[src/rtl/apple_shadow_write_queue.sv]
// Shadow-memory write queue: qualifies Apple II bus writes, maps them to SDRAM
// words/byte lanes, and buffers them (with optional tail merging) for the arbiter.
module apple_shadow_write_queue #(
  parameter int          ADDR_WIDTH  = 21,
  parameter int          NUM_BANKS   = 2,
  parameter int          FIFO_DEPTH  = 8,
  parameter logic [3:0]  REGION_MASK = 4'b0011,
  parameter bit          COALESCE    = 1'b1,
  localparam int         BANK_BITS   = (NUM_BANKS <= 2) ? 1 : $clog2(NUM_BANKS),
  localparam int         PTR_W       = $clog2(FIFO_DEPTH)
) (
  input  logic                  clk_logic,
  input  logic                  system_reset,
  input  logic [15:0]           bus_addr,
  input  logic [7:0]            bus_data,
  input  logic                  bus_rw_n,
  input  logic                  bus_strobe,
  input  logic                  bus_m2sel_n,
  input  logic [BANK_BITS-1:0]  bank_i,
  input  logic                  clear_overflow_i,
  output logic                  mem_wr,
  output logic [ADDR_WIDTH-1:0] mem_addr,
  output logic [31:0]           mem_data,
  output logic [3:0]            mem_byte_en,
  input  logic                  mem_ready,
  output logic [PTR_W:0]        fifo_level,
  output logic                  overflow_o
);

  typedef struct packed {
    logic [ADDR_WIDTH-1:0] addr;
    logic [31:0]           data;
    logic [3:0]            be;
  } entry_t;

  entry_t             fifo_q [FIFO_DEPTH];
  logic [PTR_W-1:0]   wr_ptr_q, rd_ptr_q, tail_ptr;
  logic [PTR_W:0]     level_q, level_d;
  logic               ovf_q, ovf_d;

  logic [3:0]            region;
  logic                  bank_ok, qual, pop, full, merge, push, drop;
  logic [1:0]            lane;
  logic [3:0]            new_be;
  logic [ADDR_WIDTH-1:0] upper, new_addr;

  always_comb begin
    region[0] = (bus_addr >= 16'h0400) && (bus_addr <= 16'h0BFF);
    region[1] = (bus_addr >= 16'h2000) && (bus_addr <= 16'h5FFF);
    region[2] = (bus_addr >= 16'h6000) && (bus_addr <= 16'h9FFF);
    region[3] = ~|region[2:0];
    bank_ok   = int'(bank_i) < NUM_BANKS;
    qual      = bus_strobe && !bus_rw_n && !bus_m2sel_n && (|(REGION_MASK & region)) && bank_ok;

    lane      = {bus_addr[0], bank_i[0]};
    new_be    = 4'b0001 << lane;
    // bank bit 0 selects the byte lane, so only the upper bank bits land in the address
    upper     = ADDR_WIDTH'(bank_i) >> 1;
    new_addr  = (upper << 15) | ADDR_WIDTH'(bus_addr[15:1]);

    tail_ptr  = wr_ptr_q - 1'b1;
    pop       = (level_q != '0) && mem_ready;
    full      = level_q == (PTR_W+1)'(FIFO_DEPTH);
    // level >= 2 keeps the head (being presented) out of any merge
    merge     = COALESCE && qual && (level_q >= (PTR_W+1)'(2)) && (fifo_q[tail_ptr].addr == new_addr);
    push      = qual && !merge && (!full || pop);
    drop      = qual && !merge && full && !pop;

    level_d = level_q;
    if (push && !pop)      level_d = level_q + 1'b1;
    else if (pop && !push) level_d = level_q - 1'b1;

    ovf_d = ovf_q;
    if (drop)                  ovf_d = 1'b1;
    else if (clear_overflow_i) ovf_d = 1'b0;
  end

  always_ff @(posedge clk_logic) begin
    if (system_reset) begin
      for (int i = 0; i < FIFO_DEPTH; i++) fifo_q[i] <= '0;
      wr_ptr_q <= '0;
      rd_ptr_q <= '0;
      level_q  <= '0;
      ovf_q    <= 1'b0;
    end else begin
      if (merge) begin
        for (int k = 0; k < 4; k++)
          if (new_be[k]) fifo_q[tail_ptr].data[8*k +: 8] <= bus_data;
        fifo_q[tail_ptr].be <= fifo_q[tail_ptr].be | new_be;
      end
      if (push) begin
        fifo_q[wr_ptr_q] <= '{addr: new_addr, data: {4{bus_data}}, be: new_be};
        wr_ptr_q         <= wr_ptr_q + 1'b1;
      end
      if (pop) rd_ptr_q <= rd_ptr_q + 1'b1;
      level_q <= level_d;
      ovf_q   <= ovf_d;
    end
  end

  assign mem_wr      = level_q != '0;
  assign mem_addr    = fifo_q[rd_ptr_q].addr;
  assign mem_data    = fifo_q[rd_ptr_q].data;
  assign mem_byte_en = fifo_q[rd_ptr_q].be;
  assign fifo_level  = level_q;
  assign overflow_o  = ovf_q;

endmodule

[config.mk]
export PLATFORM = sky130hd
export DESIGN_NAME = apple_shadow_write_queue
export DESIGN_NICKNAME = d
export VERILOG_FILES = /design/src/rtl/apple_shadow_write_queue.sv
export SDC_FILE = /design/constraint.sdc
export NUM_CORES = 1
export LEC_CHECK = 0
export BUFFER_PORTS_ARGS = -buffer_cell sky130_fd_sc_hd__buf_2
export CAP_MARGIN = 5
export CELL_PAD_IN_SITES_DETAIL_PLACEMENT = 1
export CELL_PAD_IN_SITES_GLOBAL_PLACEMENT = 1
export CORE_AREA = 2 2 209 211
export CTS_CLUSTER_DIAMETER = 50
export DETAILED_ROUTE_END_ITERATION = 10
export DIE_AREA = 0 0 211 213
export GPL_ROUTABILITY_DRIVEN = 0
export PLACE_DENSITY = 0.84
export SLEW_MARGIN = 20
export SYNTH_ARGS = -nofsm -noshare
export SYNTH_HDL_FRONTEND = slang
export SYNTH_SLANG_ARGS = --single-unit
[constraint.sdc]
create_clock -name clk_logic -period 5.9 [get_ports clk_logic]
set_input_delay 0.295 -clock clk_logic [delete_from_list [all_inputs] [get_ports clk_logic]]
set_output_delay 0.295 -clock clk_logic [all_outputs]
set_load 0.005 [all_outputs]
==> metrics.yaml <==
sta:
  finalCritPeriodShare_pct: 96.81
  slew_viol_final: 0
  period_minus_slack_ns: 5.712
  finClkSkew_ns: 0.03878
  setup_viol: 0
  final.setup.tns_ns: 0
  fmax_ghz: 0.1751
  tightest_slew_ns: 1.139
  rsz0062_at_grt: "no"
  relSlewSlack_pct: 23.88
  hold_viol_final: 0
power:
  irDropWorstVdd_mv: 0.2085
  power_frac_seq_pct: 43.1
  p_per_area_nw_per_um2: 341.1
  p_switching_w: 0.002170
  combPwrFrac_pct: 19.7
  internal-power_w: 0.005979
  power_frac_clock_pct: 37.1
  p_leak_nw: 8.432
  p_sw_share_pct: 26.63
route:
  ant_nets: 0
  vias: 13820
  wirelength_um: 62880
  post-route-drc-count: 0
  first_iter_violations: 1498
  dr.pass1.iters: 5
  routed_via_density: 6.402
  wl_per_cell_um: 29.12
critical_path:
  cpLargestDelayFamily: "simple AND/OR/NAND/NOR gates"
  critPathKind: "register to register"
  worst_r2r_path_depth: 13
  ff2ff_setup_slack_ns: 0.19
  cp-start-kind: "register"
  crit_path_cell_trace: "clkinv_1 -> ha_4 -> buf_12 -> mux2i_1 -> mux4_2 -> xnor2_1 -> nor4_1 -> o21ai_1 -> nor3_4 -> buf_4 -> o211ai_1 -> a31oi_2 -> or2_1"
  path_depth: 13
  end_kind: "register"
  cp_data_arrival_time_ns: 5.94
  r2r_start: "wr_ptr_q[1]"
  critPathBufInv: 3
  cp_max_fo: 28
  startpoint: "wr_ptr_q[1]"
  cp_slowest_cell: "ha_4"
  cp.required_ns: 6.13
  crit_end: "fifo_q[4][28]"
  r2r-end: "fifo_q[4][28]"
  slowest_delay_ns: 0.58
global_routing:
  grt_pass1_vias: 15050
  grt_pass1_wl_um: 94620
  grt_start_max_net_pins: 103
  grt_use_total_pct: 28.65
  antenna_found_initial: 0
  grt_overflow: 0
synthesis:
  synthTopCellsByCount: "edfxtp_1, nor2_1, mux4_2"
  ys_ff_latch: 422
  synth_top_cell_by_area: "edfxtp_1"
  synth_warnings: 0
  synth-seq-area-share_pct: 59.41
  synth_area_per_cell_um2: 14.20
  synth-edff-count: 408
  async_reset_ff_share_pct: 0
  yosysMostFrequentCell: "edfxtp_1"
  synth_area_um2: 21090
  yosysUniqueCellTypes: 64
  synthTopCellsByArea: "edfxtp_1, mux4_2, nor2_1, and2_1, mux2_2"
  ys.flop_type: "edfxtp_1"
  synthCells: 1486
  synth.top_cell.area_share_pct: 58.08
cells_and_area:
  layoutNonFillerInstCount: 2159
  finish.instance_area_um2: 23890
  final_layout_size_suffix_gt1_share_pct: 27.90
  nets: 1615
  area_growth_pct: 13.27
  antennaDiodeCount: 0
clock_tree:
  cts_tree: "yes"
  cts.path.max_buffers: 3
  cts_max_level: 2
  ctsRootBufferMaster: "clkbuf_16"
  clock_latency_ns: 0.61
  clkTransAtPathRegs_ns: 0.06
  cts.sinks: 422
  cts_buffers: 47
floorplanning:
  pin_count: 95
  die_y_um: 213
  dieWidth_um: 211
  start_util_pct: 49.41
  core_area_um2: 42700
  die-area_um2: 44940
  rows: 76
flow_run:
  max_cap_violations: 0
status:
  status: "finished clean"
place:
  placed_area_um2: 22260
  port_buffers: 88
  dpl.cell_count: 2067
  dpl.hpwl_um: 40030
min_path:
  hold_class: "input pin to register"
[cell families after synthesis]
group                    synth area share, %
flip-flops                             59.41
XOR/XNOR                               1.744
adder cells (fa/ha/maj)               0.4508
buffers and inverters                  2.729
other                                0.01778
AO/OA/AOI/OAI                          2.889
multiplexers                           18.53
AND/OR/NAND/NOR                        14.23
[tightest hold or removal path, cell delays in order]
cell and delay (ns):
buf_2 0.12, nand3_1 0.08, a21oi_1 0.07
[metrics by stage]
step           hold slack, ns  setup slack [ns]  total power (W)  util (%)
3_5_place_dp           0.4850            0.1876         0.005181     52.13
2_1_floorplan          0.4541             1.002         0.004633         -
5_1_grt               0.07652           0.03217         0.008389     55.96
3_3_place_gp           0.4555            0.5152         0.005118     52.13
4_1_cts               0.02563           0.02695         0.008183     55.83
6_report              0.04419            0.1884         0.008149     55.96
[sequential cells by signal, indices dropped and copies added, names as in the netlist, named ones only]
register,count
fifo_q,408
fifo_level,4
rd_ptr_q,3
wr_ptr_q,3
overflow_o,1
[placed cells by master (no fill, tap or decap), drive strengths merged, types with 6 or more instances in the layout]
cell | netlist | routed
mux2 | 57 | 57
clkinv | 2 | 23
and3 | 35 | 35
ha | 6 | 6
a21oi | 18 | 18
nor4 | 7 | 7
xor2 | 9 | 9
nand2 | 83 | 83
inv | 5 | 7
o21ai | 28 | 28
conb | 1 | 14
nor2 | 209 | 209
clkbuf | 61 | 55
nand3 | 7 | 7
dfxtp | 14 | 14
nor3b | 40 | 40
bufinv | 0 | 6
edfxtp | 408 | 408
xnor2 | 30 | 30
or2 | 10 | 10
mux2i | 30 | 30
and2 | 122 | 122
a31oi | 8 | 8
mux4 | 131 | 131
nor3 | 36 | 36
a21o | 6 | 6
buf | 63 | 151
nor2b | 16 | 16
[layer usage]
| metal | up-vias | part of all wire (%) | wire length, um | GRT usage, % |
|---|---|---|---|---|
| li1 | 5758 | - | - | - |
| met1 | 7188 | 38 | 24160 | 37.31 |
| met2 | 718 | 50 | 31550 | 48.13 |
| met3 | 157 | 8.0 | 5010 | 4.633 |
| met4 | 0 | 3.4 | 2152 | 11.97 |
| met5 | - | 0 | 0 | 0 |
[worst min-delay path by stage]
stage / startpoint / endpoint / slack, ns / cells after the start
6_report: mem_ready / register / 0.04 / 3
3_5_place_dp: overflow_o / overflow_o / 0.49 / 2
2_1_floorplan: rd_ptr_q[1] / register / 0.45 / 2
4_1_cts: mem_ready / register / 0.03 / 3
3_3_place_gp: overflow_o / overflow_o / 0.46 / 2
5_1_grt: mem_ready / register / 0.08 / 3
[cell type report]
class | count | area [um^2]
multi-input combinational | 946 | 8124
tap | 546 | 683.2
inverter | 7 | 26.28
timing repair buffer | 152 | 948.4
clock buffer | 55 | 1247
clock inverter | 31 | 322.8
sequential | 422 | 12540
fill | 4078 | 18800
[timing repair]
item,CTS,global route
hold buffers,1,0
endpoints found under the setup margin,0,194
buffers inserted,0,5
hold endpoints to repair,1,0
resized for setup,0,3
[power groups by stage]
stage | Combinational (W) | Clock, W | Sequential [W]
finish | 0.00161 | 0.00303 | 0.00352
global route | 0.00171 | 0.00315 | 0.00353
CTS | 0.00162 | 0.00305 | 0.00352
detailed placement | 0.00160 | 0 | 0.00358
global placement | 0.00156 | 0 | 0.00356
floorplan | 0.00112 | 0 | 0.00351
No activity file was read; power rests on OpenSTA's default activity.
